<file path="src/rtl/cm0_acg_ctrl_pkg.sv">
// Purpose: shared state encodings and counter sizing for the clock-enable sequencer.
// Latency: n/a (definitions only).
// Backpressure: n/a.
package cm0_acg_ctrl_pkg;

    typedef enum logic [1:0] {
        ST_RUN   = 2'd0,
        ST_DRAIN = 2'd1,
        ST_GATED = 2'd2,
        ST_WAKE  = 2'd3
    } acg_state_t;

    // Counter must hold the larger of the two load values.
    function automatic int acg_cnt_w(input int idle_cyc, input int wake_cyc);
        int mx;
        mx = (idle_cyc > wake_cyc) ? idle_cyc : wake_cyc;
        return $clog2(mx + 1);
    endfunction

endpackage

</file>
<file path="src/rtl/cm0_acg_ctrl_cnt.sv">
// Purpose: loadable down-counter with an is-one flag for idle/settle timing.
// Latency: load/decrement visible one cycle after the enabling edge.
// Backpressure: none; load has priority over decrement.
module cm0_acg_ctrl_cnt #(
    parameter int W = 3
) (
    input  logic         i_clk,
    input  logic         i_rst_n,
    input  logic         i_load,
    input  logic [W-1:0] i_load_val,
    input  logic         i_dec,
    output logic         o_is_one
);

    logic [W-1:0] r_cnt;

    // Counter register: reload wins over decrement, otherwise hold.
    always_ff @(posedge i_clk or negedge i_rst_n) begin
        if (!i_rst_n) begin
            r_cnt <= '0;
        end else if (i_load) begin
            r_cnt <= i_load_val;
        end else if (i_dec) begin
            r_cnt <= r_cnt - 1'b1;
        end
    end

    assign o_is_one = (r_cnt == W'(1));

endmodule

</file>
<file path="src/rtl/cm0_acg_ctrl.sv">
// Purpose: sequences the clock-gate ENABLE around core sleep requests with idle drain and wake settle.
// Latency: gating IDLE_CYC cycles after request with a quiet bus; wake done WAKE_CYC cycles after wake cause.
// Backpressure: BUSY restarts the idle window; WAKEUP/DBG_EN abort draining or end the gated period.
module cm0_acg_ctrl
    import cm0_acg_ctrl_pkg::*;
#(
    parameter int IDLE_CYC = 4,
    parameter int WAKE_CYC = 2
) (
    input  logic FCLK,
    input  logic HRESETn,
    input  logic SLEEP_REQ,
    input  logic BUSY,
    input  logic WAKEUP,
    input  logic DBG_EN,
    output logic GCLK_EN,
    output logic SLEEP_ACK,
    output logic WAKE_DONE
);

    localparam int CW = acg_cnt_w(IDLE_CYC, WAKE_CYC);

    acg_state_t      r_state;
    acg_state_t      w_nstate;
    logic            w_load;
    logic [CW-1:0]   w_load_val;
    logic            w_dec;
    logic            w_is_one;
    logic            w_stay_on;

    // Any of these keeps (or brings back) the gated domain clock.
    assign w_stay_on = WAKEUP | DBG_EN | ~SLEEP_REQ;

    cm0_acg_ctrl_cnt #(
        .W (CW)
    ) u_cnt (
        .i_clk      (FCLK),
        .i_rst_n    (HRESETn),
        .i_load     (w_load),
        .i_load_val (w_load_val),
        .i_dec      (w_dec),
        .o_is_one   (w_is_one)
    );

    // Next-state and counter control; WAKE runs to completion regardless of inputs.
    always_comb begin
        w_nstate   = r_state;
        w_load     = 1'b0;
        w_load_val = '0;
        w_dec      = 1'b0;
        unique case (r_state)
            ST_RUN: begin
                if (!w_stay_on) begin
                    w_nstate   = ST_DRAIN;
                    w_load     = 1'b1;
                    w_load_val = CW'(IDLE_CYC);
                end
            end
            ST_DRAIN: begin
                if (w_stay_on) begin
                    w_nstate = ST_RUN;
                end else if (BUSY) begin
                    w_load     = 1'b1;
                    w_load_val = CW'(IDLE_CYC);
                end else if (w_is_one) begin
                    w_nstate = ST_GATED;
                end else begin
                    w_dec = 1'b1;
                end
            end
            ST_GATED: begin
                if (w_stay_on) begin
                    w_nstate   = ST_WAKE;
                    w_load     = 1'b1;
                    w_load_val = CW'(WAKE_CYC);
                end
            end
            ST_WAKE: begin
                if (w_is_one) begin
                    w_nstate = ST_RUN;
                end else begin
                    w_dec = 1'b1;
                end
            end
            default: begin
                w_nstate = ST_RUN;
            end
        endcase
    end

    // State and registered outputs; outputs are decoded from next state so they
    // change on the same edge as the state and never glitch.
    always_ff @(posedge FCLK or negedge HRESETn) begin
        if (!HRESETn) begin
            r_state   <= ST_RUN;
            GCLK_EN   <= 1'b1;
            SLEEP_ACK <= 1'b0;
            WAKE_DONE <= 1'b0;
        end else begin
            r_state   <= w_nstate;
            GCLK_EN   <= (w_nstate != ST_GATED);
            SLEEP_ACK <= (w_nstate == ST_GATED) || (w_nstate == ST_WAKE);
            WAKE_DONE <= (r_state == ST_WAKE) && (w_nstate == ST_RUN);
        end
    end

endmodule
</file>
<file path="config.mk">
export PLATFORM = sky130hd
export DESIGN_NAME = cm0_acg_ctrl
export DESIGN_NICKNAME = d
export VERILOG_FILES = /design/src/rtl/cm0_acg_ctrl_pkg.sv /design/src/rtl/cm0_acg_ctrl_cnt.sv /design/src/rtl/cm0_acg_ctrl.sv
export SDC_FILE = /design/constraint.sdc
export NUM_CORES = 1
export LEC_CHECK = 0
export BUFFER_PORTS_ARGS = -buffer_cell sky130_fd_sc_hd__buf_2
export CORE_AREA = 2 2 39 41
export DETAILED_ROUTE_END_ITERATION = 16
export DIE_AREA = 0 0 41 43
export HOLD_SLACK_MARGIN = 0.06
export PLACE_DENSITY = 0.61
export SYNTH_ARGS = -nofsm -noshare
export SYNTH_HDL_FRONTEND = slang
export SYNTH_SLANG_ARGS = --single-unit
</file>
<file path="constraint.sdc">
create_clock -name FCLK -period 2.05 [get_ports FCLK]
set_input_delay 0.1025 -clock FCLK [delete_from_list [all_inputs] [get_ports FCLK]]
set_output_delay 0.1025 -clock FCLK [all_outputs]
set_load 0.1 [all_outputs]
</file>
==> flow_metrics.env <==
export IMPL_antenna_found_initial=0
export IMPL_avgSynthCellArea_um2=11.61
export IMPL_slew_viol_final=0
export IMPL_ir_drop_mv=0.4780
export IMPL_grt_first_pass_wirelength_um=1469
export IMPL_ys_ff_latch=7
export IMPL_antenna_cells=0
export IMPL_htreeDepth=1
export IMPL_setup_ws_ns=0.3756
export IMPL_nNetsFinal=58
export IMPL_drcViolationCount=0
export IMPL_synthTopCellsByArea="dfrtp_1, mux2_4, a211oi_4, dfstp_2, ha_1"
export IMPL_drt_antenna_violating_nets=0
export IMPL_routed_wl_um=910
export IMPL_synth_top_area_share_pct=35.93
export IMPL_cts_made_buffers=3
export IMPL_clkTransAtPathRegs_ns=0.06
export IMPL_synth_edff_count=0
export IMPL_max_clock_freq_mhz=597.2
export IMPL_synth_largest_area_cell="dfrtp_1"
export IMPL_post_drt_wl_per_cell_um=14.00
export IMPL_path_cells="ha_1 -> nand2b_1 -> a211oi_4 -> a211oi_4 -> mux2_4"
export IMPL_place_gp_congestion=0.6931
export IMPL_path_class="reg -> reg"
export IMPL_vias_per_cell=5.000
export IMPL_syn_area_um2=417.9
export IMPL_yosysMostFrequentCell="dfrtp_1"
export IMPL_min_period_over_period_pct=81.68
export IMPL_path_buf_inv=0
export IMPL_setup_tns_ns=0
export IMPL_die_area_um2=1763
export IMPL_ctsResizeCount=0
export IMPL_grt_usage_pct=13.07
export IMPL_syn_inst=36
export IMPL_portBuffers=8
export IMPL_vias=325
export IMPL_report_power_total_uw=755.8
export IMPL_dpl_cell_count=60
export IMPL_io_pins=9
export IMPL_clk_path_buf_depth=2
export IMPL_instances_no_fill=65
export IMPL_worstMarginPinSlew_ns=0.4846
export IMPL_cts_tree="built"
export IMPL_drv_cap=0
export IMPL_grt_pass1_vias=328
export IMPL_area_growth_pct=23.35
export IMPL_cpMostUsedCell="a211oi_4"
export IMPL_drtIter0Drc=5
export IMPL_overflow=0
export IMPL_critPathLaunchType="register"
export IMPL_ys_top_cells_by_count="dfrtp_1, inv_1, a21oi_1, mux2_4"
export IMPL_ctsRootBufferMaster="clkbuf_4"
export IMPL_clock_sinks=7
export IMPL_status="finished clean"
export IMPL_synth_nets=44
export IMPL_setup_viol_count_final=0
export IMPL_async_reset_ff_share_pct=100.0
export IMPL_fin_hold_ws_ns=0.2321
export IMPL_required_ns=2.19
export IMPL_period_needed_ns=1.674
export IMPL_grt_max_degree=8
export IMPL_die_w_um=41
export IMPL_hold_viol_final=0
export IMPL_synth_ff_type="dfrtp_1"
export IMPL_ys_types=19
export IMPL_cp_end_kind="register"
export IMPL_cp_slowest_cell="dfrtp_1"
export IMPL_worst_path_max_fanout=5
export IMPL_insertion_delay_ns=0.25
export IMPL_start_util_pct=30.20
export IMPL_rsz0062_at_grt="no"
export IMPL_num_rows=14
export IMPL_hp_class="in -> async"
export IMPL_maxSlewHeadroom_pct=67.91
export IMPL_leakage_nw=0.2360
export IMPL_yosysSeqAreaShare_pct=42.22
export IMPL_place_ws_ns=0.4277
export IMPL_final_layout_size_suffix_gt1_share_pct=40.82
export IMPL_power_density_nw_per_um2=1466
export IMPL_cp_arrival_ns=1.81
export IMPL_critical_path_max_stage_delay_ns=0.42
export IMPL_fin_skew_ns=0.003075
export IMPL_yosysWarnings=0
export IMPL_cpLargestDelayFamily="compound AO/OA/AOI/OAI gates"
export IMPL_die_h_um=43
export IMPL_core_area_um2=1384
export IMPL_drtPass1Iterations=4
==> sequential cells by signal, summed over array words and instances, names as in the netlist <==
name,cells
SLEEP_ACK,1
u_cnt.r_cnt,3
r_state,1
GCLK_EN,1
WAKE_DONE,1
==> cells in the final DEF, fill, tap and decap left out <==
| master | count |
|---|---|
| or2_2 | 1 |
| clkbuf_1 | 1 |
| nand3b_1 | 1 |
| buf_2 | 8 |
| nand2b_1 | 1 |
| a2bb2oi_1 | 1 |
| dfstp_2 | 1 |
| xor2_1 | 1 |
| ha_1 | 2 |
| or3b_4 | 1 |
| inv_1 | 5 |
| o21ai_0 | 2 |
| nor3b_1 | 1 |
| dlygate4sd3_1 | 1 |
| dfrtp_2 | 1 |
| nor2_1 | 2 |
| nor4_1 | 1 |
| mux2_4 | 3 |
| o2bb2ai_1 | 1 |
| clkbuf_4 | 3 |
| dfrtp_1 | 5 |
| a221oi_1 | 1 |
| a21oi_1 | 3 |
| a211oi_4 | 2 |
==> metal layers <==
| metal | routed length [um] | GRT usage (%) | vias to the layer above |
|---|---|---|---|
| li1 | - | - | 156 |
| met1 | 407 | 15.23 | 163 |
| met2 | 474 | 20.31 | 6 |
| met3 | 28 | 3.141 | 0 |
| met4 | 0 | 8.000 | 0 |
| met5 | 0 | 0 | - |
==> where the power goes <==
part	total (mW)	switching, mW	internal [mW]
clock network	0.130	0.0552	0.0746
registers	0.246	0.0548	0.191
logic	0.380	0.221	0.159
total	0.756	0.331	0.425
==> final timing paths <==
kind | start | to | slack [ns] | cells past startpoint
worst max register to register | u_cnt.r_cnt[0] | u_cnt.r_cnt[2] | 0.38 | 5
worst min-delay path | HRESETn | u_cnt.r_cnt[0] | 0.23 | 2
max in group asynchronous | HRESETn | GCLK_EN | 1.58 | 2
worst max-delay path | u_cnt.r_cnt[0] | u_cnt.r_cnt[2] | 0.38 | 5
worst min register to register | u_cnt.r_cnt[1] | u_cnt.r_cnt[1] | 0.53 | 1
min in group FCLK | WAKEUP | r_state[0] | 0.28 | 3
==> worst register-to-register path: cells and delay by family, from the launching register on <==
family,cells,cell delay [ns]
AO/OA/AOI/OAI,2,0.45
multiplexers,1,0.33
AND/OR/NAND/NOR,1,0.12
flip-flops,1,0.42
adder cells (fa/ha/maj),1,0.24
==> cell type report <==
cell class                      instances  area, um2
Multi-Input combinational cell         24      222.7
Fill cell                             140      868.3
Tap cell                               16      20.02
Clock buffer                            4      26.28
Timing Repair Buffer                    9      50.05
Sequential cell                         7      177.7
Inverter                                5      18.77
==> what timing repair did <==
item / CTS / global route
hold endpoints to repair: 7 / 0
hold buffers: 1 / 0
buffers inserted: 0 / 0
==> metrics by stage <==
stage	area, um2	util, %
after floorplan	419.2	-
after global placement	479.2	34.63
after detailed placement	479.2	34.63
after CTS	515.5	37.25
after global routing	515.5	37.25
final	515.5	37.25
==> cell families (layout without fill, tap and decap cells) <==
family | Yosys count | in the layout | synth area share, %
adders and majority gates | 2 | 2 | 5.987
DFF | 7 | 7 | 42.22
and+or+nand+nor | 8 | 8 | 12.58
AOI/OAI and AO/OA | 10 | 10 | 21.86
xor gates and xnor gates | 1 | 1 | 2.096
buffers and inverters | 5 | 18 | 4.491
muxes | 3 | 3 | 10.78
Power figures use the tool's default switching activity.
